==> src/rtl/alpha_pkg.sv <==
// alpha_pkg: cipher letter codes and the membership test shared by the feeder and the decoder
package alpha_pkg;
  localparam logic [7:0] CH_A = 8'd65;
  localparam logic [7:0] CH_D = 8'd68;
  localparam logic [7:0] CH_E = 8'd69;
  localparam logic [7:0] CH_H = 8'd72;
  localparam logic [7:0] CH_I = 8'd73;
  localparam logic [7:0] CH_L = 8'd76;
  localparam logic [7:0] CH_N = 8'd78;
  localparam logic [7:0] CH_O = 8'd79;
  localparam logic [7:0] CH_R = 8'd82;
  localparam logic [7:0] CH_S = 8'd83;
  localparam logic [7:0] CH_T = 8'd84;
  localparam logic [7:0] CH_U = 8'd85;
  localparam int NUM_LETTERS = 12;
  localparam int REJECT_CNT_W = 16;
  localparam logic [NUM_LETTERS-1:0][7:0] CIPHER_CODES =
    {CH_E, CH_T, CH_A, CH_O, CH_I, CH_N, CH_S, CH_H, CH_R, CH_D, CH_L, CH_U};
  function automatic logic is_cipher_letter(input logic [7:0] b);
    logic hit;
    hit = 1'b0;
    for (int i = 0; i < NUM_LETTERS; i++) hit |= (b == CIPHER_CODES[i]);
    return hit;
  endfunction
endpackage

==> src/rtl/cipher_fifo.sv <==
// cipher_fifo: letter buffer with wrapping pointers; full/empty come from level, flush wins over pop
module cipher_fifo #(
  parameter int DEPTH = 4
) (
  input  logic                       clk,
  input  logic                       rst_n,
  input  logic                       push,
  input  logic                       pop,
  input  logic                       flush,
  input  logic [7:0]                 din,
  output logic [7:0]                 dout,
  output logic [$clog2(DEPTH+1)-1:0] level
);
  localparam int AW = $clog2(DEPTH);
  localparam int LW = $clog2(DEPTH+1);
  logic [7:0]    mem [DEPTH];
  logic [AW-1:0] wr;
  logic [AW-1:0] rd;
  assign dout = mem[rd];
  // storage write at the tail
  always_ff @(posedge clk) begin
    if (push) mem[wr] <= din;
  end
  // pointers and occupancy; a flush voids any concurrent pop
  always_ff @(posedge clk or negedge rst_n) begin
    if (!rst_n) begin
      wr    <= '0;
      rd    <= '0;
      level <= '0;
    end else if (flush) begin
      wr    <= '0;
      rd    <= '0;
      level <= '0;
    end else begin
      if (push) wr <= wr + AW'(1);
      if (pop) rd <= rd + AW'(1);
      level <= level + LW'(push) - LW'(pop);
    end
  end
endmodule

==> src/rtl/cipher_byte_feeder.sv <==
// cipher_byte_feeder: filters a raw byte stream down to cipher letters and buffers them for the decoder
// Optional CIPHER_LOWERCASE_FOLD_EN folds 'a'..'z' to uppercase before filtering.
module cipher_byte_feeder
  import alpha_pkg::*;
#(
  parameter int DEPTH = 4
) (
  input  logic                       clk,
  input  logic                       rst_n,
  input  logic                       in_valid,
  output logic                       in_ready,
  input  logic [7:0]                 in_byte,
  input  logic                       flush,
  output logic                       out_valid,
  input  logic                       out_ready,
  output logic [7:0]                 cipher,
  output logic [$clog2(DEPTH+1)-1:0] level,
  output logic                       reject_pulse,
  output logic [REJECT_CNT_W-1:0]    reject_cnt
);
  localparam int LW = $clog2(DEPTH+1);
  logic [7:0] folded;
  logic [7:0] head;
  logic       accept;
  logic       letter;
  logic       push;
  logic       reject;
  // fold, filter and handshake decode; readiness never looks at out_ready
  always_comb begin
`ifdef CIPHER_LOWERCASE_FOLD_EN
    folded = (in_byte >= 8'd97 && in_byte <= 8'd122) ? (in_byte & 8'hDF) : in_byte;
`else
    folded = in_byte;
`endif
    in_ready  = (level != LW'(DEPTH)) && !flush;
    accept    = in_valid && in_ready;
    letter    = is_cipher_letter(folded);
    push      = accept && letter;
    reject    = accept && !letter;
    out_valid = level != '0;
    cipher    = out_valid ? head : CH_E;
  end
  cipher_fifo #(.DEPTH(DEPTH)) u_fifo (
    .clk   (clk),
    .rst_n (rst_n),
    .push  (push),
    .pop   (out_valid && out_ready),
    .flush (flush),
    .din   (folded),
    .dout  (head),
    .level (level)
  );
  // registered reject diagnostics with a saturating count
  always_ff @(posedge clk or negedge rst_n) begin
    if (!rst_n) begin
      reject_pulse <= 1'b0;
      reject_cnt   <= '0;
    end else begin
      reject_pulse <= reject;
      if (reject && reject_cnt != '1) reject_cnt <= reject_cnt + REJECT_CNT_W'(1);
    end
  end
endmodule
==> config.mk <==
export PLATFORM = sky130hd
export DESIGN_NAME = cipher_byte_feeder
export DESIGN_NICKNAME = d
export VERILOG_FILES = /design/src/rtl/alpha_pkg.sv /design/src/rtl/cipher_fifo.sv /design/src/rtl/cipher_byte_feeder.sv
export SDC_FILE = /design/constraint.sdc
export NUM_CORES = 1
export LEC_CHECK = 0
export ABC_AREA = 0
export CAP_MARGIN = 0
export CELL_PAD_IN_SITES_DETAIL_PLACEMENT = 0
export CELL_PAD_IN_SITES_GLOBAL_PLACEMENT = 1
export CORE_ASPECT_RATIO = 0.7
export CORE_MARGIN = 2
export CORE_UTILIZATION = 27
export DETAILED_ROUTE_END_ITERATION = 16
export PLACE_DENSITY = 0.57
export SYNTH_ARGS = -nofsm -noshare
export SYNTH_HDL_FRONTEND = slang
export SYNTH_SLANG_ARGS = --single-unit
==> constraint.sdc <==
create_clock -name clk -period 3.7 [get_ports clk]
set_clock_uncertainty 0.05 [all_clocks]
set_input_delay 0.74 -clock clk [delete_from_list [all_inputs] [get_ports clk]]
set_output_delay 0.74 -clock clk [all_outputs]
set_load 0.02 [all_outputs]
==> summary.md <==
| Metric | Value |
|---|---|
| Most common flop cell mapped by yosys | sky130_fd_sc_hd__edfxtp_1 |
| Ratio of final minimum period to clock period | 86.8% |
| Power per Cell Area | 594 nW/um^2 |
| Delay contributed by the slowest stage of the critical path | 560 ps |
| Mapped Nets | 210 |
| Synth Cell Area | 2630 um^2 |
| Clock tree from TritonCTS | built |
| Pin count of the biggest net entering global routing | 25 |
| Post-route setup TNS | 0 ps |
| Setup repair bufs after CTS | 0 |
| Number of buffers created by CTS | 5 |
| Number of placed I/O pins | 43 |
| Synthesized area per cell | 13.9 um^2 |
| Wire length on met2 | 2.32 mm |
| Cell chosen for the clock root | sky130_fd_sc_hd__clkbuf_16 |
| Share of synthesized cell area in and, or, nand and nor gates | 15.5% |
| Outcome | complete, no violations |
| First DRT Iteration DRCs | 74 |
| Min-Delay Startpoint | reject_cnt[9] |
| Startpoint types | flop |
| Post-synth EDFFs | 32 |
| Resized Gates After CTS | 0 |
| WP data arrival | 2420 ps |
| Required time at the endpoint of the critical path | 2910 ps |
| Slew Limit Headroom | 69.3% |
| Most frequent cells in the layout | sky130_fd_sc_hd__clkdlybuf4s50_1 (42), sky130_fd_sc_hd__edfxtp_1 (32), sky130_fd_sc_hd__dfrtp_1 (24) |
| Fraction of the mapped netlist area in compound gates | 3.72% |
| Total track usage | 11.0% |
| Setup slack on the worst flop-to-flop path | 1090 ps |
| Synthesized-area fraction occupied by adder cells | 4.10% |
| Remaining DRCs | 0 |
| Met3 wirelength from detailed routing | 83 um |
| Number of violations of the max-capacitance limit | 0 |
| CTS clock-pin slew for the worst setup and hold paths | 70 ps |
| Dominant combinational cell family by area after synthesis | simple AND/OR/NAND/NOR gates |
| Final HPWL DP | 4.06 mm |
| Clock Sinks | 56 |
| Worst setup timing slack at the placement stage | 518 ps |
| 1st-pass router iterations | 6 |
| Post-synthesis mux area share | 8.10% |
| Global route total overflow | 0 |
| Minimum hold slack | 477 ps |
| Worst-case setup margin in the final layout | 487 ps |
| Largest delay contributor family on the critical path | buffers and inverters |
| Weighted congestion reported at the end of routability-driven placement | 0.714 |
| Maximum level of the CTS H-tree | 2 |
| Area growth, synth to finish | 28.1% |
| HP Class | reg -> reg |
| Final layout net count | 258 |
| Vias after detailed routing | 1,590 |
| Wire length of the first global-routing pass | 8.80 mm |
| DRT Wirelength | 5.47 mm |
| Max FO, Critical Path | 6 |
| Crit Reg-Reg Startpoint | u_fifo.level[1] |
| Count of input and output buffers | 42 |
| Hold buffers post-CTS | 0 |
| Average vias per placed instance | 4.34 |
| Unrepaired setup endpoints after global routing | false |
| Die Ht | 86.5 um |
| Sequential element share of the synthesized area | 59.5% |
| Static Leakage | 1.22 nW |
| Critical path startpoint | u_fifo.rd[0] |
| Gate count after technology mapping | 189 |
| Count of buffering cells on the critical path with inverters included | 2 |
| Count of cell types in the netlist | 38 |
| Initial core utilization | 27.4% |
| Maximum frequency from static timing analysis | 311 MHz |
| Overall power after layout | 2.00 mW |
| Via count of the first global-routing pass | 1,602 |
| Fraction of final layout cells with drive strength greater than 1 | 14.3% |
| Critical Path Sink Type | output pin |
| Share of async-settable or async-resettable flops after synthesis | 42.9% |
| Insertion delay of the later-clocked pin in the worst-skew pair | 290 ps |
| Count of pins over their slew limit | 0 |
| Number of antenna diodes | 0 |
| Number of warnings issued by yosys | 0 |
| Core ar. | 9570 um^2 |
| Routed wirelength normalized by instance count | 14.9 um |
| DIE AREA | 10,500 um^2 |
| Top sig layer | met4 |
| Minimum clock period | 3210 ps |
| Slowest cell on crit path | sky130_fd_sc_hd__dfrtp_1 |
| Row cnt | 30 |
| Critical-path cell list | buf_4, mux4_2, or2_2, clkdlybuf4s50_1 |
| Max clock buf depth | 2 |
| Initial antenna violation count | 0 |
| Most common cell after layout, fill and taps aside | sky130_fd_sc_hd__clkdlybuf4s50_1 |
| Type of the worst setup path | reg -> out |
| Wire length on met1 | 3.02 mm |
| Max IR drop VDD | 0.218 mV |
| Area share of xor/xnor cells in the synthesized design | 6.34% |
| Final Setup Violations | 0 |
| Slew at the pin closest to its max-slew limit | 460 ps |
| Die Span X | 122 um |
| Core occupancy in the finished layout | 35.1% |
| Final hold violations | 0 |
| Number of routed nets with antenna violations | 0 |
| Flip-flop and latch count after synthesis | 56 |
## flip-flops by register name (all words and copies together), names as in the netlist
| signal | cells |
|---|---|
| reject_pulse | 1 |
| u_fifo.wr | 2 |
| u_fifo.level | 3 |
| reject_cnt | 16 |
| u_fifo.rd | 2 |
| u_fifo.mem | 32 |
## Yosys cell counts, types with 2 or more instances
master | count | share of area, %
sky130_fd_sc_hd__a21oi_1 | 3 | 0.57
sky130_fd_sc_hd__and2_1 | 14 | 3.3
sky130_fd_sc_hd__nand2_1 | 4 | 0.57
sky130_fd_sc_hd__a2111oi_2 | 2 | 1.1
sky130_fd_sc_hd__edfxtp_1 | 32 | 37
sky130_fd_sc_hd__mux4_2 | 8 | 6.9
sky130_fd_sc_hd__buf_2 | 5 | 0.95
sky130_fd_sc_hd__nand2b_1 | 3 | 0.71
sky130_fd_sc_hd__and3_1 | 5 | 1.2
sky130_fd_sc_hd__xor2_1 | 2 | 0.67
sky130_fd_sc_hd__nand4_1 | 11 | 2.6
sky130_fd_sc_hd__and4_1 | 2 | 0.67
sky130_fd_sc_hd__inv_1 | 8 | 1.1
sky130_fd_sc_hd__dfrtp_1 | 24 | 23
sky130_fd_sc_hd__mux2_1 | 2 | 0.86
sky130_fd_sc_hd__nor2_1 | 9 | 1.3
sky130_fd_sc_hd__ha_1 | 7 | 3.3
sky130_fd_sc_hd__xnor2_1 | 17 | 5.7
sky130_fd_sc_hd__or2_2 | 3 | 0.71
sky130_fd_sc_hd__nand3_1 | 8 | 1.5
sky130_fd_sc_hd__nor3_1 | 3 | 0.57
## per-stage QoR
step | cells | area (um^2)
after detailed placement | 358 | 3210
after global routing | 366 | 3360
final | 366 | 3360
after CTS | 366 | 3360
after floorplan | 189 | 2630
after global placement | 358 | 3210
## final timing paths
check	end	depth (start not counted)
max	cipher[6]	4
min	reject_cnt[9]	1
max reg2reg	u_fifo.level[2]	12
min reg2reg	reject_cnt[9]	1
max in group asynchronous	u_fifo.wr[1]	2
min in group asynchronous	reject_pulse	2
## cell type report
type	count	area, um^2
Sequential cell	56	1560
Clock inverter	3	26.3
Timing Repair Buffer	48	465
Multi-Input combinational cell	117	991
Clock buffer	5	125
Fill cell	927	6210
Inverter	9	33.8
Tap cell	128	160
## where the power goes
group | total (mW) | switching, mW | leakage [nW] | internal (mW)
registers | 0.798 | 0.0869 | 0.610 | 0.711
clock network | 0.481 | 0.224 | 0.0748 | 0.257
logic | 0.718 | 0.346 | 0.539 | 0.372
total | 2.00 | 0.657 | 1.22 | 1.34
## layer usage
layer  GRT usage, %  vias up
li1               -      781
met1           17.0      791
met2           15.9       16
met3           1.97        2
met4           2.51        0
met5              0        -
## worst register-to-register path, cell delays in order (launching register included)
cell	delay [ps]
sky130_fd_sc_hd__dfrtp_1	450
sky130_fd_sc_hd__nor3_1	230
sky130_fd_sc_hd__buf_4	170
sky130_fd_sc_hd__inv_1	120
sky130_fd_sc_hd__and2_1	240
sky130_fd_sc_hd__ha_1	290
sky130_fd_sc_hd__inv_1	60
sky130_fd_sc_hd__ha_1	140
sky130_fd_sc_hd__inv_1	50
sky130_fd_sc_hd__fa_1	370
sky130_fd_sc_hd__xor2_1	170
sky130_fd_sc_hd__xnor2_1	130
sky130_fd_sc_hd__nor2_1	50
## cells by family (layout without fill, tap and decap cells)
| group | Yosys count | after routing |
|---|---|---|
| and+or+nand+nor | 68 | 68 |
| xor gates and xnor gates | 19 | 19 |
| AOI/OAI and AO/OA | 11 | 11 |
| DFF | 56 | 56 |
| buffers and inverters | 16 | 65 |
| muxes | 11 | 11 |
| adders and majority gates | 8 | 8 |
Note: power is estimated with default switching activity, not from simulation.
